===== src/rtl/byte_register_sequencer_if.sv =====
// byte_register_sequencer_if: command handshake and register-control bundle for the byte register sequencer
interface byte_register_sequencer_if #(parameter int WIDTH = 8, parameter int CNT_W = 4);
  logic             cmd_valid;
  logic             cmd_ready;
  logic [1:0]       cmd_op;
  logic [WIDTH-1:0] cmd_data;
  logic [CNT_W-1:0] cmd_count;
  logic             load;
  logic             inc;
  logic             rotate_right;
  logic [WIDTH-1:0] D;
  logic             busy;
  logic             done;
  modport master (
    output cmd_valid, cmd_op, cmd_data, cmd_count,
    input  cmd_ready, load, inc, rotate_right, D, busy, done
  );
  modport slave (
    input  cmd_valid, cmd_op, cmd_data, cmd_count,
    output cmd_ready, load, inc, rotate_right, D, busy, done
  );
endinterface


===== src/rtl/byte_register_sequencer.sv =====
// byte_register_sequencer: turns LOAD/INC/ROR commands into consecutive strobes for the byte register
module byte_register_sequencer #(
  parameter int WIDTH = 8,
  parameter int CNT_W = 4
) (
  input logic                       clk,
  input logic                       reset,
  byte_register_sequencer_if.slave  bus
);
  typedef enum logic [1:0] {IDLE, ISSUE, DONE} state_t;
  localparam logic [1:0] NOP = 2'd0, LOAD = 2'd1, INC = 2'd2, ROR = 2'd3;
  state_t           state_q;
  logic [1:0]       op_q;
  logic [CNT_W-1:0] rem_q, rem_d;
  logic [WIDTH-1:0] d_q;
  always_comb rem_d = bus.cmd_op == LOAD ? CNT_W'(1) : bus.cmd_op == NOP ? '0 : bus.cmd_count;
  assign bus.cmd_ready    = state_q == IDLE && !reset;
  assign bus.busy         = state_q != IDLE;
  assign bus.done         = state_q == DONE;
  assign bus.load         = state_q == ISSUE && op_q == LOAD;
  assign bus.inc          = state_q == ISSUE && op_q == INC;
  assign bus.rotate_right = state_q == ISSUE && op_q == ROR;
  assign bus.D            = d_q;
  always_ff @(posedge clk or posedge reset) begin
    if (reset) begin
      state_q <= IDLE;
      op_q    <= NOP;
      rem_q   <= '0;
      d_q     <= '0;
    end else begin
      case (state_q)
        IDLE: if (bus.cmd_valid) begin
          op_q    <= bus.cmd_op;
          rem_q   <= rem_d;
          d_q     <= bus.cmd_op == LOAD ? bus.cmd_data : d_q;
          state_q <= rem_d == '0 ? DONE : ISSUE;
        end
        ISSUE: begin
          rem_q   <= rem_q - CNT_W'(1);
          state_q <= rem_q == CNT_W'(1) ? DONE : ISSUE;
        end
        DONE:    state_q <= IDLE;
        default: state_q <= IDLE;
      endcase
    end
  end
endmodule

===== src/flat_wrapper.sv =====
// flat-port wrapper written by rule: the top's interface ports become plain ports
module byte_register_sequencer_flat 
#(
  parameter int WIDTH = 8,
  parameter int CNT_W = 4
)
  (clk, reset, bus_cmd_valid, bus_cmd_op, bus_cmd_data, bus_cmd_count, bus_cmd_ready, bus_load, bus_inc, bus_rotate_right, bus_D, bus_busy, bus_done);
  byte_register_sequencer_if #(.WIDTH(WIDTH), .CNT_W(CNT_W)) bus_i ();
  input logic clk;
  input logic reset;
  input wire logic [$bits(bus_i.cmd_valid)-1:0] bus_cmd_valid;
  input wire logic [$bits(bus_i.cmd_op)-1:0] bus_cmd_op;
  input wire logic [$bits(bus_i.cmd_data)-1:0] bus_cmd_data;
  input wire logic [$bits(bus_i.cmd_count)-1:0] bus_cmd_count;
  output wire logic [$bits(bus_i.cmd_ready)-1:0] bus_cmd_ready;
  output wire logic [$bits(bus_i.load)-1:0] bus_load;
  output wire logic [$bits(bus_i.inc)-1:0] bus_inc;
  output wire logic [$bits(bus_i.rotate_right)-1:0] bus_rotate_right;
  output wire logic [$bits(bus_i.D)-1:0] bus_D;
  output wire logic [$bits(bus_i.busy)-1:0] bus_busy;
  output wire logic [$bits(bus_i.done)-1:0] bus_done;
  assign bus_i.cmd_valid = bus_cmd_valid;
  assign bus_i.cmd_op = bus_cmd_op;
  assign bus_i.cmd_data = bus_cmd_data;
  assign bus_i.cmd_count = bus_cmd_count;
  assign bus_cmd_ready = bus_i.cmd_ready;
  assign bus_load = bus_i.load;
  assign bus_inc = bus_i.inc;
  assign bus_rotate_right = bus_i.rotate_right;
  assign bus_D = bus_i.D;
  assign bus_busy = bus_i.busy;
  assign bus_done = bus_i.done;
  byte_register_sequencer #(.WIDTH(WIDTH), .CNT_W(CNT_W)) u_core (.clk(clk), .reset(reset), .bus(bus_i));
endmodule

===== config.mk =====
export PLATFORM = sky130hd
export DESIGN_NAME = byte_register_sequencer_flat
export DESIGN_NICKNAME = d
export VERILOG_FILES = /design/src/rtl/byte_register_sequencer_if.sv /design/src/rtl/byte_register_sequencer.sv /design/src/flat_wrapper.sv
export SDC_FILE = /design/constraint.sdc
export NUM_CORES = 1
export LEC_CHECK = 0
export CORE_UTILIZATION = 47
export DETAILED_ROUTE_END_ITERATION = 16
export PLACE_DENSITY = 0.83
export SLEW_MARGIN = 25
export SYNTH_ARGS = -nofsm -noshare
export SYNTH_HDL_FRONTEND = slang
export SYNTH_SLANG_ARGS = --single-unit

===== constraint.sdc =====
create_clock -name clk -period 5.5 [get_ports clk]
set_clock_uncertainty 0.15 [all_clocks]
set_input_delay 1.1 -clock clk [delete_from_list [all_inputs] [get_ports clk]]
set_output_delay 1.1 -clock clk [all_outputs]
set_load 0.005 [all_outputs]

==> results of run 1 <==
[power by group]
group	internal (mW)	total, mW	switching (mW)
clock	0.0404	0.0812	0.0408
sequential	0.176	0.234	0.0576
combinational	0.177	0.279	0.102
total	0.394	0.594	0.200
[stage by stage]
stage               area (sq um)  std cells
global placement            1174        133
CTS                         1210        137
global route                1210        137
detailed placement          1174        133
finish                      1210        137
floorplan                  873.3         83
[cell usage in the layout (no fill, tap or decap)]
master,netlist,layout
clkdlybuf4s50_1,0,30
dfrtp_1,16,16
mux2_2,11,11
nor2_1,9,9
nand2_1,7,7
inv_1,6,6
nor2b_1,4,4
clkbuf_4,0,3
o21ai_0,2,2
a21oi_1,2,2
nand2b_1,2,2
o221ai_1,2,2
ha_1,2,2
or3b_1,1,1
nor3b_4,1,1
nor3b_1,1,1
nor4_1,1,1
a211o_1,1,1
a32oi_1,1,1
nor3_1,1,1
mux2i_1,1,1
and4b_1,1,1
o211ai_1,1,1
and3_1,1,1
o32a_1,1,1
a41oi_1,1,1
nand4b_1,1,1
a221o_1,1,1
clkbuf_8,0,1
[flip-flops by register name, summed over array words and instances, names as in the netlist]
register,count
u_core.rem_q,4
u_core.op_q,2
u_core.bus.D,8
u_core.state_q,2
[routing by layer]
metal	vias to the layer above	track usage	wire length, um	share of wire
met5	-	0	0	0
met1	334	0.2897	808	0.45
met3	3	0.02400	54	0.030
li1	349	-	-	-
met4	0	0.1333	33	0.018
met2	21	0.3391	905	0.50
[layout make-up]
cell class / count / area share
Inverter: 6 / 0.01861
Tap cell: 25 / 0.02585
Clock buffer: 4 / 0.02999
Timing Repair Buffer: 30 / 0.2482
Multi-Input combinational cell: 56 / 0.3464
Sequential cell: 16 / 0.3309
[worst paths after layout]
kind | startpoint | to | slack [ps] | depth (start not counted)
min in group asynchronous | reset | u_core.state_q[0] | 1030 | 2
max | reset | bus_cmd_ready | 2120 | 3
max reg2reg | u_core.state_q[1] | u_core.bus.D[6] | 3400 | 3
min | u_core.bus.D[2] | u_core.bus.D[2] | 370 | 1
max in group asynchronous | reset | u_core.bus.D[7] | 3780 | 2
min reg2reg | u_core.bus.D[2] | u_core.bus.D[2] | 370 | 1
[logic make-up (layout without fill, tap and decap cells)]
kind of cell               after synthesis  in the layout  synth area share
AOI/OAI and AO/OA                       12             12            0.1046
buffers and inverters                   11             40           0.06160
and+or+nand+nor                         30             30            0.1934
muxes                                   12             12            0.1533
adders and majority gates                2              2           0.02865
DFF                                     16             16            0.4584
[worst max-delay path, delay by kind of cell]
kind,cells,cell delay (ps)
buffers and inverters,2,920
and+or+nand+nor,1,110
==> reports/metrics.csv, run 1 <==
metric,value,unit
slowest_delay,500,ps
critPathArrivalTime,2130,ps
final_layout_size_suffix_gt1_frac,0.1429,
yosys.area.top_type,dfrtp_1,
finalSetupViolCount,0,
yosysTopAreaCellShare,0.4585,
p_per_area,491.0,nW/um^2
firstDrtPassIters,5,
io_pins,31,
dpl_worst_slack,2124,ps
cts_tree,done,
tightest_slew,582.0,ps
path_cells,"clkdlybuf4s50_1, nor2_1, clkdlybuf4s50_1",
async_reset_ff_frac,1.000,
dieArea,2034,sq um
drcViolationCount,0,
num_vias,707,
path_class,primary input to primary output,
fill_cells,137,
crit_top_cell,clkdlybuf4s50_1,
htree_levels,1,
drt_iter0_markers,13,
hpwl,1363,um
grt_pass1_vias,714,
setup_ws,2118,ps
maxSlewHeadroom,0.6116,
drv_cap,0,
clock_latency,300,ps
start_util,0.5058,
syn_avg_cell_area,10.52,sq um
setup_tns,0,ps
antenna_cells,0,
end_kind,primary output,
clk_pin_slew,90,ps
grt_antenna_before_repair,0,
port_buffers,30,
clock-sinks,16,
synth_cell_types,30,
nNetsFinal,132,
wl_per_cell,13.15,um
worst_path_max_delay_cell,clkdlybuf4s50_1,
ant_nets,0,
status,"finished, final reports clean",
ff_latch_area,400.4,sq um
multi_input_area,419.2,sq um
grtUsageTotal,0.2177,
fin_crit,3382,ps
p_leak,0.5058,nW
drt_wl_total,1801,um
grt_max_degree,17,
synth-edff-count,0,
cp_data_required_time,4250,ps
ir_drop,0.2407,mV
synthTopCellsByArea,"dfrtp_1 (46%), mux2_2 (14%), nor2_1 (3.9%)",
cts_setup_buffers,0,
ys_seq_area_frac,0.4585,
ctsResizeCount,0,
core_region_area,1727,sq um
dominantRegCellSynth,dfrtp_1,
synthCells,83,
p_total,594.0,uW
cts_buffers,3,
whs,367.4,ps
max_freq,295.7,MHz
crit_fanout,2,
gr-total-overflow,0,
globalplace.congestion,0.7840,
clockBufferDepth,2,
vias_per_cell,5.161,
synth_common_cells,"dfrtp_1 (16), mux2_2 (11), nor2_1 (9)",
die_w,45.11,um
synth_seq_cells,16,
startpoint_type,primary input,
hold_class,flop to flop,
dieHeight,45.11,um
ys_warn_count,0,
grt_pass1_wl,3132,um
ctsHoldBuffers,0,
syn_area,873.3,sq um
min_period_over_period,0.6148,
area_growth_syn_to_layout,38.54,%
rsz0062_at_grt,false,
row_count,15,
fin_util,0.7007,
finalHoldViolations,0,
yosysMostFrequentCell,dfrtp_1,
report.final.slew_viol_count,0,
cts-root-buf,clkbuf_4,
synth_fp_nets,102,
No activity file was read; power rests on OpenSTA's default activity.
==> run 2: changes to the inputs <==
Settings changed: CORE_UTILIZATION 47 to 43, PLACE_DENSITY 0.83 to 0.77.
Clock period 5.5 ns to 3.25 ns, I/O delays scaled along.
==> reports/metrics.csv, run 2 (same netlist as run 1, synthesis figures left out) <==
metric,value,unit,change
ir_drop,0.4665,mV,+94%
rsz0062_at_grt,false,,
gr-total-overflow,0,,unchanged
status,"finished, final reports clean",,
cp_data_required_time,2450,ps,-1800 ps
final_common_cell,clkdlybuf4s50_1,,
p_leak,0.5106,nW,+0.95%
fin_crit,2580,ps,
clock-sinks,16,,unchanged
num_vias,723,,+2.3%
dieArea,2215,sq um,+8.9%
grt_pass1_wl,2801,um,-11%
ant_nets,0,,unchanged
hpwl,1398,um,+2.6%
grt_max_degree,17,,unchanged
drcViolationCount,0,,unchanged
path_cells,"nor2b_1, and3_1, clkdlybuf4s50_1",,
io_pins,31,,unchanged
htree_levels,1,,unchanged
maxSlewHeadroom,0.5912,,-0.02043
path_class,flop to primary output,,
antenna_cells,0,,unchanged
nNetsFinal,133,,+0.76%
cts_tree,done,,
drv_cap,0,,unchanged
critPathArrivalTime,1780,ps,-350 ps
cts_buffers,3,,unchanged
end_kind,primary output,,
layout_common_cells,"clkdlybuf4s50_1 (30), dfrtp_1 (16), mux2_2 (11)",,
clk_pin_slew,100,ps,about the same
drt_wl_total,1805,um,+0.22%
start_util,0.4797,,-0.02607
tightest_slew,612.6,ps,+30.61 ps
final_layout_size_suffix_gt1_frac,0.1504,,+0.007585
dieHeight,47.07,um,+4.3%
largest_register_ffs,8,,unchanged
vias_per_cell,5.239,,+1.5%
whs,363.9,ps,-3.524 ps
highest_layer,met4,,
wl_met3,53,um,-1.9%
grt_pass1_vias,639,,-11%
wl_per_cell,13.08,um,-0.50%
max_freq,387.5,MHz,
startpoint_type,flop,,
report.final.slew_viol_count,0,,unchanged
critPathTopFamily,flip-flops,,
critPathBufInv,1,,-1
setup_tns,0,ps,unchanged
drt-met1-wl,864,um,+6.9%
crit_fanout,10,,+8
clock_latency,280,ps,-20 ps
ctsResizeCount,0,,unchanged
dr_wl_met2,882,um,-2.5%
p_per_area,822.8,nW/um^2,+68%
port_buffers,30,,unchanged
row_count,15,,unchanged
drt_iter0_markers,3,,-10
firstDrtPassIters,4,,-1
worst_path_max_delay_cell,dfrtp_1,,
cts_setup_buffers,0,,unchanged
slowest_delay,540,ps,+40 ps
grtUsageTotal,0.1787,,-0.03898
min_period_over_period,0.7939,,
die_w,47.07,um,+4.3%
area_growth_syn_to_layout,39.40,%,
finalSetupViolCount,0,,unchanged
core_region_area,1821,sq um,+5.4%
ctsHoldBuffers,0,,unchanged
cts-root-buf,clkbuf_4,,
fin_util,0.6687,,-0.03200
grt_antenna_before_repair,0,,unchanged
finalHoldViolations,0,,unchanged
clockBufferDepth,2,,unchanged
globalplace.congestion,0.8845,,+13%
hold_class,flop to flop,,
-- run 2: cell type report --
type / count / area [sq um]
fillers: 146 / 603.1
multi-input cells: 56 / 419.2
flip-flops and latches: 16 / 400.4
repair buffers: 31 / 307.8
clock buffers: 4 / 36.28
well taps: 25 / 31.28
inverters: 6 / 22.52
-- run 2: per-stage QoR --
stage | power, mW | instances | instance area, sq um | setup slack, ps
finish | 1.002 | 138 | 1217 | 669.7
global route | 1.082 | 138 | 1217 | 489.7
CTS | 1.010 | 138 | 1217 | 654.8
detailed placement | 0.8784 | 134 | 1181 | 554.8
global placement | 0.8578 | 134 | 1181 | 606.1
floorplan | 0.6574 | 83 | 873.3 | 1029
-- run 2: worst paths after layout --
kind                              startpoint               end  slack (ps)  cells after the start
max                        u_core.state_q[0]  bus_rotate_right         670                      3
min                          u_core.bus.D[5]   u_core.bus.D[5]         360                      1
max reg2reg                u_core.state_q[1]   u_core.bus.D[0]        1130                      3
min reg2reg                  u_core.bus.D[5]   u_core.bus.D[5]         360                      1
max in group asynchronous              reset   u_core.rem_q[3]        1940                      2
min in group asynchronous              reset    u_core.op_q[0]         610                      2
-- run 2: routing by layer --
metal / up-vias / global-route usage
met4: 0 / 0.03429
met5: - / 0
met3: 2 / 0.03462
met2: 14 / 0.2806
met1: 358 / 0.2604
li1: 349 / -
-- run 2: report_power, final --
group / total (mW) / internal (mW) / switching (mW)
Sequential: 0.396 / 0.298 / 0.0983
Combinational: 0.473 / 0.301 / 0.172
Clock: 0.132 / 0.0681 / 0.0639
Total: 1.00 / 0.667 / 0.335
==> run 3: changes to the inputs <==
Clock period 3.25 ns to 2.65 ns, I/O delays scaled along.
==> reports/metrics.csv, run 3 (same netlist as run 1, synthesis figures left out) <==
metric,value,unit,change
largest_register_ffs,8,,unchanged
tightest_slew,604.4,ps,-8.150 ps
end_kind,primary output,,
finalSetupViolCount,0,,unchanged
maxSlewHeadroom,0.5966,,+0.005440
vias_per_cell,5.297,,+1.1%
ctsHoldBuffers,0,,unchanged
port_buffers,30,,unchanged
wl_per_cell,13.67,um,+4.5%
p_leak,0.5106,nW,unchanged
final_layout_size_suffix_gt1_frac,0.1504,,unchanged
rsz0062_at_grt,false,,
cts-root-buf,clkbuf_4,,
io_pins,31,,unchanged
grt_pass1_wl,2973,um,+6.1%
critPathArrivalTime,1770,ps,about the same
hpwl,1440,um,+3.0%
fill_cells,155,,+6.2%
core_region_area,1821,sq um,unchanged
grt_max_degree,17,,unchanged
start_util,0.4797,,unchanged
ir_drop,0.6249,mV,+34%
crit_fanout,10,,unchanged
firstDrtPassIters,4,,unchanged
drcViolationCount,0,,unchanged
clockBufferDepth,2,,unchanged
dieHeight,47.07,um,unchanged
finalNonFillerCells,138,,unchanged
max_freq,408.2,MHz,
die_w,47.07,um,unchanged
num_vias,731,,+1.1%
cts_tree,done,,
cp_data_required_time,1970,ps,-480 ps
drt_iter0_markers,20,,+17
finalHoldViolations,0,,unchanged
status,"finished, final reports clean",,
drv_cap,0,,unchanged
row_count,15,,unchanged
placedCellCount,134,,unchanged
fin_util,0.6687,,unchanged
whs,363.3,ps,-0.6290 ps
nNetsFinal,133,,unchanged
area_growth_syn_to_layout,39.40,%,unchanged
ant_nets,0,,unchanged
clock-sinks,16,,unchanged
clock_latency,280,ps,about the same
globalplace.congestion,0.8402,,-5.0%
p_per_area,1013,nW/um^2,+23%
setup_tns,0,ps,unchanged
htree_levels,1,,unchanged
clk_pin_slew,100,ps,about the same
dieArea,2215,sq um,unchanged
grt_antenna_before_repair,0,,unchanged
final_common_cell,clkdlybuf4s50_1,,
ctsResizeCount,0,,unchanged
cts_setup_buffers,0,,unchanged
path_class,flop to primary output,,
antenna_cells,0,,unchanged
min_period_over_period,0.9244,,
cts_buffers,3,,unchanged
drt_wl_total,1887,um,+4.5%
report.final.slew_viol_count,0,,unchanged
gr-total-overflow,0,,unchanged
layout_common_cells,"clkdlybuf4s50_1 (30), dfrtp_1 (16), mux2_2 (11)",,
grtUsageTotal,0.1928,,+0.01406
hold_class,flop to flop,,
startpoint_type,flop,,
fin_crit,2450,ps,
grt_pass1_vias,677,,+5.9%
[run 3: final timing paths]
check | startpoint | endpoint | slack, ps | cells past startpoint
min in group asynchronous | reset | u_core.state_q[1] | 490 | 2
min | u_core.bus.D[0] | u_core.bus.D[0] | 360 | 1
max in group asynchronous | reset | u_core.bus.D[4] | 1470 | 2
max | u_core.state_q[0] | bus_rotate_right | 200 | 3
max reg2reg | u_core.state_q[1] | u_core.bus.D[1] | 490 | 3
min reg2reg | u_core.bus.D[0] | u_core.bus.D[0] | 360 | 1
[run 3: power breakdown]
part           internal [mW]  leakage (nW)  switching [mW]
logic                  0.369         0.295           0.212
registers              0.366         0.194           0.122
clock network         0.0835        0.0210          0.0805
total                  0.819         0.511           0.415
[run 3: critical path, stage by stage (launching register included)]
cell and delay [ps]:
dfrtp_1 520, nor2b_1 270, and3_1 190, clkdlybuf4s50_1 500
[run 3: layout make-up]
class,count,area (sq um),area share
Clock buffer,4,36.28,0.02980
Inverter,6,22.52,0.01850
Timing Repair Buffer,31,307.8,0.2528
Tap cell,25,31.28,0.02569
Multi-Input combinational cell,56,419.2,0.3443
Sequential cell,16,400.4,0.3289
[run 3: per-stage QoR]
| step | setup WS, ps | power [mW] | cell area, sq um |
|---|---|---|---|
| after CTS | 171.8 | 1.244 | 1217 |
| final | 200.4 | 1.233 | 1217 |
| after detailed placement | 72.90 | 1.080 | 1181 |
| after global routing | 52.80 | 1.330 | 1217 |
| after global placement | 126.1 | 1.053 | 1181 |
| after floorplan | 549.1 | 0.8062 | 873.3 |
[run 3: per-layer routing]
| metal | track usage | up-vias | routed length [um] |
|---|---|---|---|
| met5 | 0 | - | 0 |
| met4 | 0.05143 | 0 | 0 |
| met3 | 0.04615 | 0 | 79 |
| met2 | 0.2944 | 28 | 955 |
| met1 | 0.2747 | 351 | 851 |
| li1 | - | 352 | - |
==> edit (flow settings as in run 3) <==
`CNT_W` is set to 4 in 3 places; all go to 5.
--- a/src/rtl/byte_register_sequencer_if.sv
+++ b/src/rtl/byte_register_sequencer_if.sv
@@ -1,3 +1,3 @@
 // byte_register_sequencer_if: command handshake and register-control bundle for the byte register sequencer
-interface byte_register_sequencer_if #(parameter int WIDTH = 8, parameter int CNT_W = 4);
+interface byte_register_sequencer_if #(parameter int WIDTH = 8, parameter int CNT_W = 5);
   logic             cmd_valid;
--- a/src/rtl/byte_register_sequencer.sv
+++ b/src/rtl/byte_register_sequencer.sv
@@ -3,3 +3,3 @@
   parameter int WIDTH = 8,
-  parameter int CNT_W = 4
+  parameter int CNT_W = 5
 ) (
--- a/src/flat_wrapper.sv
+++ b/src/flat_wrapper.sv
@@ -4,3 +4,3 @@
   parameter int WIDTH = 8,
-  parameter int CNT_W = 4
+  parameter int CNT_W = 5
 )
Interface: changed (resized bus_cmd_count); port bits go from 31 to 32. The function was not compared with the original's and may differ.
==> edit against run 3 <==
  * Synthesized area up 4.6%
  * Setup slack got worse by 0.016 ns
  * Register-to-register slack improved by 0.29 ns
  * Clock power fell by 21%
  * Design area up 3.5%
  * Power decreased by 1.1%
  * Routed wire length shrank 3.7%
  * Global-route usage fell by 1.9 points
  * Synthesized cell count fell by 4.8%
  * Die area increased by 4.4%
  * Sequential cell count up 1
  * Critical endpoint is now bus_inc
  * Largest power group unchanged
  * Highest routed layer is now met4
==> edit: results (changes against run 3) <==
Parameter                              Value

Status
  Result of the run ... complete, no violations

Yosys
  Top cells by area, synth ... sky130_fd_sc_hd__dfrtp_1, sky130_fd_sc_hd__mux2_2, sky130_fd_sc_hd__mux2_4
  Complex-gate fraction of the synthesized area ... 15.75% (+5.3 points)
  Count of cell types in the netlist ... 34 (+13%)
  Total nets after synthesis ... 99 (-2.9%)
  Post-Synth Adder-Cell Area ... 2.740% (-0.13 points)
  Portion of the post-synthesis area used by sequential elements ... 46.58% (+0.73 points)
  Ranking of synthesized cells by instance count ... sky130_fd_sc_hd__dfrtp_1, sky130_fd_sc_hd__mux2_2, sky130_fd_sc_hd__inv_1
  Proportion of synthesized area in mux cells ... 14.38% (-0.95 points)

Placement
  Setup WS pre-CTS ... 0.2560 ns (+0.1831 ns)
  RePlAce Congestion ... 0.8574 (+2.0%)
  PortBufs ... 31 (+3.3%)
  DP Area ... 1234 sq um (+4.4%)
  Total half-perimeter wirelength after legalization and detailed placement ... 1448 um (+0.54%)

Global route
  Via count of the first global-routing pass ... 636 (-6.1%)
  Largest net degree at the start of global routing ... 18 (+1)
  First-pass GRT wire length ... 2746 um (-7.6%)
  Met3 track demand over resource ... 3.333% (-1.3 points)
  Met2 Resource Use GR ... 26.22% (-3.2 points)
  Met1 track demand over resource in global routing ... 25.76% (-1.7 points)
  GR Util All Layers ... 17.40% (-1.9 points)

CTS
  Clk Latency, worst-skew pair ... 0.27 ns

Drt
  Met2 layer wire length in the routed design ... 843 um (-12%)
  Number of vias after detailed routing ... 727 (-0.55%)
  Routed length on met3 ... 52 um (-34%)
  Wirelength, routed ... 1817 um (-3.7%)
  Highest metal layer with signal wires ... met4
  Total routed wire length on the met1 layer ... 908 um (+6.7%)

Worst setup path
  R2R setup slack ... 0.78 ns (+0.29 ns)
  Worst Path Max Fanout ... 13 (+3)
  Delay of the slowest cell on the worst path ... 0.60 ns (+0.08 ns)
  Critical path data arrival time ... 1.79 ns (+0.02 ns)

Timing
  Worst setup slack after layout ... 0.1839 ns (-0.01650 ns)

Cells and area
  Fraction of layout instances using a drive strength above 1 ... 18.92% (+3.9 points)
  Net count reported at finish ... 132 (-0.75%)

Power
  Switch share ... 31.96% (-1.7 points)
  Clock network fraction of total power ... 10.6% (-2.7 points)
  IR Drop Worst-Case VDD ... 0.0004609 V (-26%)
  Power of the sequential group ... 0.507 mW (+4%)
==> edit: cell types whose count changed after synthesis, moves of 2 or more <==
cell                       before  now
sky130_fd_sc_hd__o221ai_1       2    0
sky130_fd_sc_hd__nor2_1         9    3
sky130_fd_sc_hd__a21oi_1        2    4
sky130_fd_sc_hd__nor2b_1        4    0
sky130_fd_sc_hd__nand2_1        7    5
sky130_fd_sc_hd__a22oi_1        0    2
sky130_fd_sc_hd__clkbuf_1       2    0
sky130_fd_sc_hd__or2_4          0    2
sky130_fd_sc_hd__mux2_2        11    9
sky130_fd_sc_hd__mux2_4         0    2
==> edit: final cells by class <==
class                      count  area (sq um)
tap                           27         33.78
multi-input combinational     53         441.7
inverter                       6         22.52
sequential                    17         425.4
timing repair buffer          31         310.3
fill                         159         721.9
clock buffer                   4         26.28
==> edit: path summary, 6_finish.rpt <==
kind / from / to / cells past startpoint
worst min-delay path: u_core.bus.D[3] / u_core.bus.D[3] / 1
max in group asynchronous: reset / u_core.rem_q[1] / 2
min in group asynchronous: reset / u_core.bus.D[1] / 2
worst max-delay path: u_core.state_q[0] / bus_inc / 3
worst min register to register: u_core.bus.D[3] / u_core.bus.D[3] / 1
worst max register to register: u_core.state_q[0] / u_core.bus.D[7] / 3
==> edit: stage by stage <==
| stage | std cells | total power [mW] | hold slack (ns) |
|---|---|---|---|
| 2_1_floorplan | 79 | 0.8200 | 0.3061 |
| 5_1_grt | 138 | 1.327 | 0.3899 |
| 3_3_place_gp | 134 | 1.083 | 0.3397 |
| 6_report | 138 | 1.220 | 0.3647 |
| 3_5_place_dp | 134 | 1.102 | 0.3455 |
| 4_1_cts | 138 | 1.230 | 0.3673 |
